==> src/rtl/hack_pkg.sv <==
// Shared Hack CPU definitions: fetch FSM states, address width and
// instruction field positions used by the fetch stage and the control unit.
package hack_pkg;

  localparam int HACK_ADDR_W = 15;

  // Instruction field positions
  localparam int C_BIT   = 15;  // 1 = C-instruction, 0 = A-instruction
  localparam int JLT_BIT = 2;   // jump if negative
  localparam int JEQ_BIT = 1;   // jump if zero
  localparam int JGT_BIT = 0;   // jump if positive

  typedef enum logic [1:0] {
    ST_IDLE   = 2'd0,
    ST_FETCH  = 2'd1,
    ST_DECODE = 2'd2,
    ST_EXEC   = 2'd3
  } fetch_state_t;

  // True when the word is an A-instruction (load constant into A)
  function automatic logic is_a_instr(input logic [15:0] word);
    return ~word[C_BIT];
  endfunction

endpackage

==> src/rtl/hack_jump_eval.sv <==
// Combinational jump resolution for a Hack C-instruction from ALU flags.
// Also reused by the control unit to display the PC-load decision.
module hack_jump_eval
  import hack_pkg::*;
(
  input  logic       c_flag,
  input  logic [2:0] jump,
  input  logic       zr,
  input  logic       ng,
  output logic       take
);

  // A-instructions never jump; C-instructions jump when any enabled
  // condition (lt / eq / gt) matches the current ALU result.
  assign take = c_flag & ((jump[JLT_BIT] & ng) |
                          (jump[JEQ_BIT] & zr) |
                          (jump[JGT_BIT] & ~zr & ~ng));

endmodule

==> src/rtl/hack_fetch_unit.sv <==
// Hack CPU fetch / PC stage: owns the PC, drives the synchronous ROM,
// holds the instruction for the decoder, resolves jumps and flags the
// canonical "@N; 0;JMP" end-of-program loop.
module hack_fetch_unit
  import hack_pkg::*;
#(
  parameter int                ADDR_W   = HACK_ADDR_W,
  parameter logic [ADDR_W-1:0] RESET_PC = '0
) (
  input  logic              clk,
  input  logic              rst,
  input  logic              run,
  input  logic              step,
  output logic [ADDR_W-1:0] rom_addr,
  input  logic [15:0]       rom_data,
  input  logic [ADDR_W-1:0] a_val,
  input  logic              alu_zr,
  input  logic              alu_ng,
  output logic [15:0]       instr,
  output logic              exec,
  output logic [ADDR_W-1:0] pc,
  output logic              busy,
  output logic              halted
);

  localparam logic [ADDR_W-1:0] ONE = {{(ADDR_W-1){1'b0}}, 1'b1};

  fetch_state_t      state;
  fetch_state_t      state_next;
  logic              take;
  logic              exec_en;
  logic [ADDR_W-1:0] pc_inc;
  logic [ADDR_W-1:0] pc_prev;
  logic              halt_hit;

  // History of the previously executed instruction for halt detection
  logic              prev_a_valid;
  logic [ADDR_W-1:0] prev_a_val;

  hack_jump_eval u_jump_eval (
    .c_flag (instr[C_BIT]),
    .jump   (instr[2:0]),
    .zr     (alu_zr),
    .ng     (alu_ng),
    .take   (take)
  );

  assign exec_en  = (state == ST_EXEC);
  assign exec     = exec_en;
  assign busy     = (state != ST_IDLE);
  // The PC only moves at the EXEC edge, so it is the fetch address in
  // every state that issues a ROM read.
  assign rom_addr = pc;
  assign pc_inc   = pc + ONE;
  assign pc_prev  = pc - ONE;

  // End-of-program loop: a taken jump back to pc-1 where pc-1 held the
  // A-instruction that loaded exactly that target.
  assign halt_hit = take & (a_val == pc_prev) & prev_a_valid & (prev_a_val == pc_prev);

  // FSM state register
  always_ff @(posedge clk or posedge rst) begin
    if (rst) begin
      state <= ST_IDLE;
    end else begin
      state <= state_next;
    end
  end

  // Next-state logic; step only matters while idle
  always_comb begin
    state_next = state;
    case (state)
      ST_IDLE:   if (run || step) state_next = ST_FETCH;
      ST_FETCH:  state_next = ST_DECODE;
      ST_DECODE: state_next = ST_EXEC;
      ST_EXEC:   state_next = run ? ST_FETCH : ST_IDLE;
      default:   state_next = ST_IDLE;
    endcase
  end

  // Instruction register: captures ROM data one cycle after the fetch address
  always_ff @(posedge clk or posedge rst) begin
    if (rst) begin
      instr <= 16'h0000;
    end else if (state == ST_DECODE) begin
      instr <= rom_data;
    end
  end

  // PC update, sticky halt flag and previous-instruction history at EXEC
  always_ff @(posedge clk or posedge rst) begin
    if (rst) begin
      pc           <= RESET_PC;
      halted       <= 1'b0;
      prev_a_valid <= 1'b0;
      prev_a_val   <= '0;
    end else if (exec_en) begin
      pc           <= take ? a_val : pc_inc;
      prev_a_valid <= is_a_instr(instr);
      prev_a_val   <= instr[ADDR_W-1:0];
      if (halt_hit) begin
        halted <= 1'b1;
      end
    end
  end

endmodule

==> config.mk <==
export PLATFORM = sky130hd
export DESIGN_NAME = hack_fetch_unit
export DESIGN_NICKNAME = d
export VERILOG_FILES = /design/src/rtl/hack_pkg.sv /design/src/rtl/hack_jump_eval.sv /design/src/rtl/hack_fetch_unit.sv
export SDC_FILE = /design/constraint.sdc
export NUM_CORES = 1
export LEC_CHECK = 0
export CORE_ASPECT_RATIO = 0.5
export CORE_MARGIN = 3
export CORE_UTILIZATION = 48
export CTS_CLUSTER_DIAMETER = 50
export DETAILED_ROUTE_END_ITERATION = 7
export GPL_TIMING_DRIVEN = 0
export HOLD_SLACK_MARGIN = 0.1
export PLACE_DENSITY = 0.86
export SYNTH_ARGS = -nofsm -noshare
export SYNTH_HDL_FRONTEND = slang
export SYNTH_HIERARCHICAL = 1
export SYNTH_SLANG_ARGS = --single-unit
==> constraint.sdc <==
create_clock -name clk -period 2.5 [get_ports clk]
set_clock_uncertainty 0.15 [all_clocks]
set_input_delay 0.625 -clock clk [delete_from_list [all_inputs] [get_ports clk]]
set_output_delay 0.625 -clock clk [all_outputs]
set_load 0.005 [all_outputs]
==> results.cfg <==
[yosys]
async_reset_ff_frac = 1.000
yosys-top-cells-area = dfrtp_1 41%, mux2_2 12%, a22o_1 4.6%, buf_4 3.7%, nor2_1 3.4%
synthCells = 310
synth-edff-count = 0
syn-cell-area_um2 = 3078
yosys_register_bits = 50
ys_warn_count = 6
yosys.area.top_type_share = 0.4065
synthDistinctLibCells = 55
syn_nets = 353
syn_avg_cell_area_um2 = 9.929
synth_flop_cell = dfrtp_1
ys_seq_area_frac = 0.4065
yosys.area.top_type = dfrtp_1

[sta]
timing.fmax_mhz = 408.7
tightest_slew_ns = 0.5994
setup_viol = 0
tns_ns = 0
hold_violations = 0
slew_violations = 0
min_period_over_period = 0.9786
max_slew_margin = 0.6004
fin_crit_ns = 2.447

[global_routing]
antenna_found_initial = 0
track_usage = 0.2271
grt_pass1_vias = 2695
grt_pass1_wl_um = 13660
grt_max_degree = 42
gr-total-overflow = 0

[worst_setup_path]
path_buf_inv = 3
crit_path_end_kind = flip-flop
slowest_delay_ns = 0.43
worst_path_max_delay_cell = clkdlybuf4s50_1
worst-path-max-fanout = 10
crit_chain = clkdlybuf4s50_1 > or3b_4 > a21boi_4 > buf_6 > buf_2 > o21ai_0 > a22o_2
crit_start = alu_ng
crit_required_ns = 2.54
cp-start-kind = input port
critPathArrivalTime_ns = 2.48
crit_family = buffers and inverters
criticalPathCategory = in2reg
r2r_start = pc[4]

[floorplan]
rows = 19
die_x_um = 119.2
ioPinCount = 86
die_y_um = 62.63
die_area_um2 = 7468
coreArea_um2 = 5824
start_util = 0.5285

[clock_network]
numClockSinks = 50
cts_tree = done
cts_buffers = 5
cts_root_buffer = clkbuf_16
cts.path.max_buffers = 2
clkLatencyLatePin_ns = 0.29
cts_htree_levels = 2
cts_hold_buf = 0
clkTransAtPathRegs_ns = 0.07

[final_layout]
n_antenna_cell = 0
drive_above_1_share = 0.2173
nets = 448
final_cell_area_um2 = 4288
nFillCells = 447
syn_to_final_growth_pct = 39.31
multi_input_area_um2 = 1648
seq_area_um2 = 1252

[power]
powerDensity_nw_per_um2 = 1275
netSwitchingFraction = 0.3837
p_int_mw = 3.370
power_mw = 5.468
p_leak_nw = 1.773
clkPwrFrac = 0.123
irDropWorstVdd_v = 0.0007225
power.share.sequential = 0.316
pwr-share-comb = 0.561
p_sw_mw = 2.098

[status]
status = finished clean

[drt]
via_count = 2741
drt_iter0_drc = 171
antenna_left = 0
drc_errors = 0
drtPass1Iterations = 5
routed_wl_um = 8551
vias_per_cell = 5.605
avgRoutedWirePerCell_um = 17.49

[flow_run]
max-cap-violations = 0

[placed_design]
routabilityCongestion = 0.8867
port_buffers = 85
place_area_um2 = 4054
hpwl_um = 6496

[worst_hold_path]
min_path_type = reg2reg
hp-start = halted
## synth_stat cells, types with 2 or more instances
cell type  instances
nand4_1            3
mux2i_1            7
nand3_1            7
clkbuf_1          13
mux2_2            33
and2_1             4
o31ai_1            2
and3_1             6
buf_1              2
dfrtp_1           50
inv_1             11
o41ai_1            3
nor3b_1            4
buf_6              2
o21ai_0           15
nor2_1            28
buf_4             15
a21oi_1           12
o221ai_1           2
nor2b_1            4
ha_1               6
nand2_1           18
nor3_1             6
xor2_1             5
xnor2_1            7
a22o_1            16
## path summary, 6_finish.rpt
kind                             end  slack, ns  cells after the start
hold / removal                halted       0.34                      1
hold reg to reg               halted       0.34                      1
max in group asynchronous     halted       1.29                      3
setup / recovery               pc[3]       0.05                      7
min in group asynchronous  instr[15]       0.43                      2
setup reg to reg              halted       0.09                      8
## metrics by stage
stage | setup WS [ns] | utilization | hold slack (ns) | instances
global route | -0.03300 | 0.7362 | 0.3816 | 489
CTS | -0.009618 | 0.7233 | 0.3445 | 487
global placement | -0.7172 | 0.6926 | 0.3103 | 479
floorplan | 0.1180 | - | 0.3102 | 310
detailed placement | -0.7668 | 0.6960 | 0.3302 | 480
finish | 0.05342 | 0.7362 | 0.3398 | 489
## layout by cell type (no fill, tap or decap), types with 5 or more instances in the layout
master | Yosys | layout
ha_1 | 6 | 6
o21ai_0 | 15 | 14
dfrtp_1 | 50 | 49
and3_1 | 6 | 6
clkdlybuf4s50_1 | 0 | 85
xnor2_1 | 7 | 7
clkbuf_1 | 13 | 8
nand3_1 | 7 | 7
a22o_1 | 16 | 16
nor2_1 | 28 | 28
mux2_2 | 33 | 33
nand2_1 | 18 | 18
buf_4 | 15 | 19
a21oi_1 | 12 | 12
clkbuf_16 | 0 | 5
inv_1 | 11 | 10
mux2i_1 | 7 | 7
## power groups by stage
stage | sequential (mW) | combinational [mW] | clock (mW)
final | 1.73 | 3.07 | 0.672
after global routing | 1.79 | 3.31 | 0.717
after floorplan | 1.58 | 1.77 | 0
after CTS | 1.69 | 3.00 | 0.681
after global placement | 1.66 | 2.86 | 0
after detailed placement | 1.70 | 2.96 | 0
## area by class of cell
| type | count | share of cell area |
|---|---|---|
| multi-input combinational | 216 | 0.3843 |
| sequential | 50 | 0.2921 |
| timing repair buffer | 89 | 0.2083 |
| buffer | 32 | 0.04844 |
| clock buffer | 5 | 0.02918 |
| tap | 84 | 0.02451 |
| inverter | 11 | 0.009629 |
| clock inverter | 2 | 0.003502 |
## logic make-up (layout without fill, tap and decap cells)
| family | after synthesis | in the layout | synth area share |
|---|---|---|---|
| compound gates | 63 | 63 | 0.1455 |
| buf+inv | 44 | 139 | 0.07724 |
| xor+xnor | 12 | 12 | 0.03415 |
| flops | 50 | 50 | 0.4065 |
| mux | 40 | 40 | 0.1435 |
| simple gates | 95 | 95 | 0.1687 |
| fa+ha+maj | 6 | 6 | 0.02439 |
## routing by layer
layer | routed length, µm | vias up | global-route usage
li1 | - | 1291 | -
met1 | 3727 | 1309 | 0.3124
met2 | 4023 | 127 | 0.3739
met3 | 685 | 14 | 0.04430
met4 | 114 | 0 | 0.04906
met5 | 0 | - | 0
## sequential cells by signal (all words and copies together) (netlist names)
signal,count
prev_a_valid,1
pc,15
halted,1
instr,16
state,2
prev_a_val,15
## what timing repair did
item,in CTS,in global routing
pin swaps,4,7
gates resized for setup,8,16
setup buffers,0,3
setup endpoints to repair,16,21
hold endpoints to repair,0,0
No activity file was read; power rests on OpenSTA's default activity.
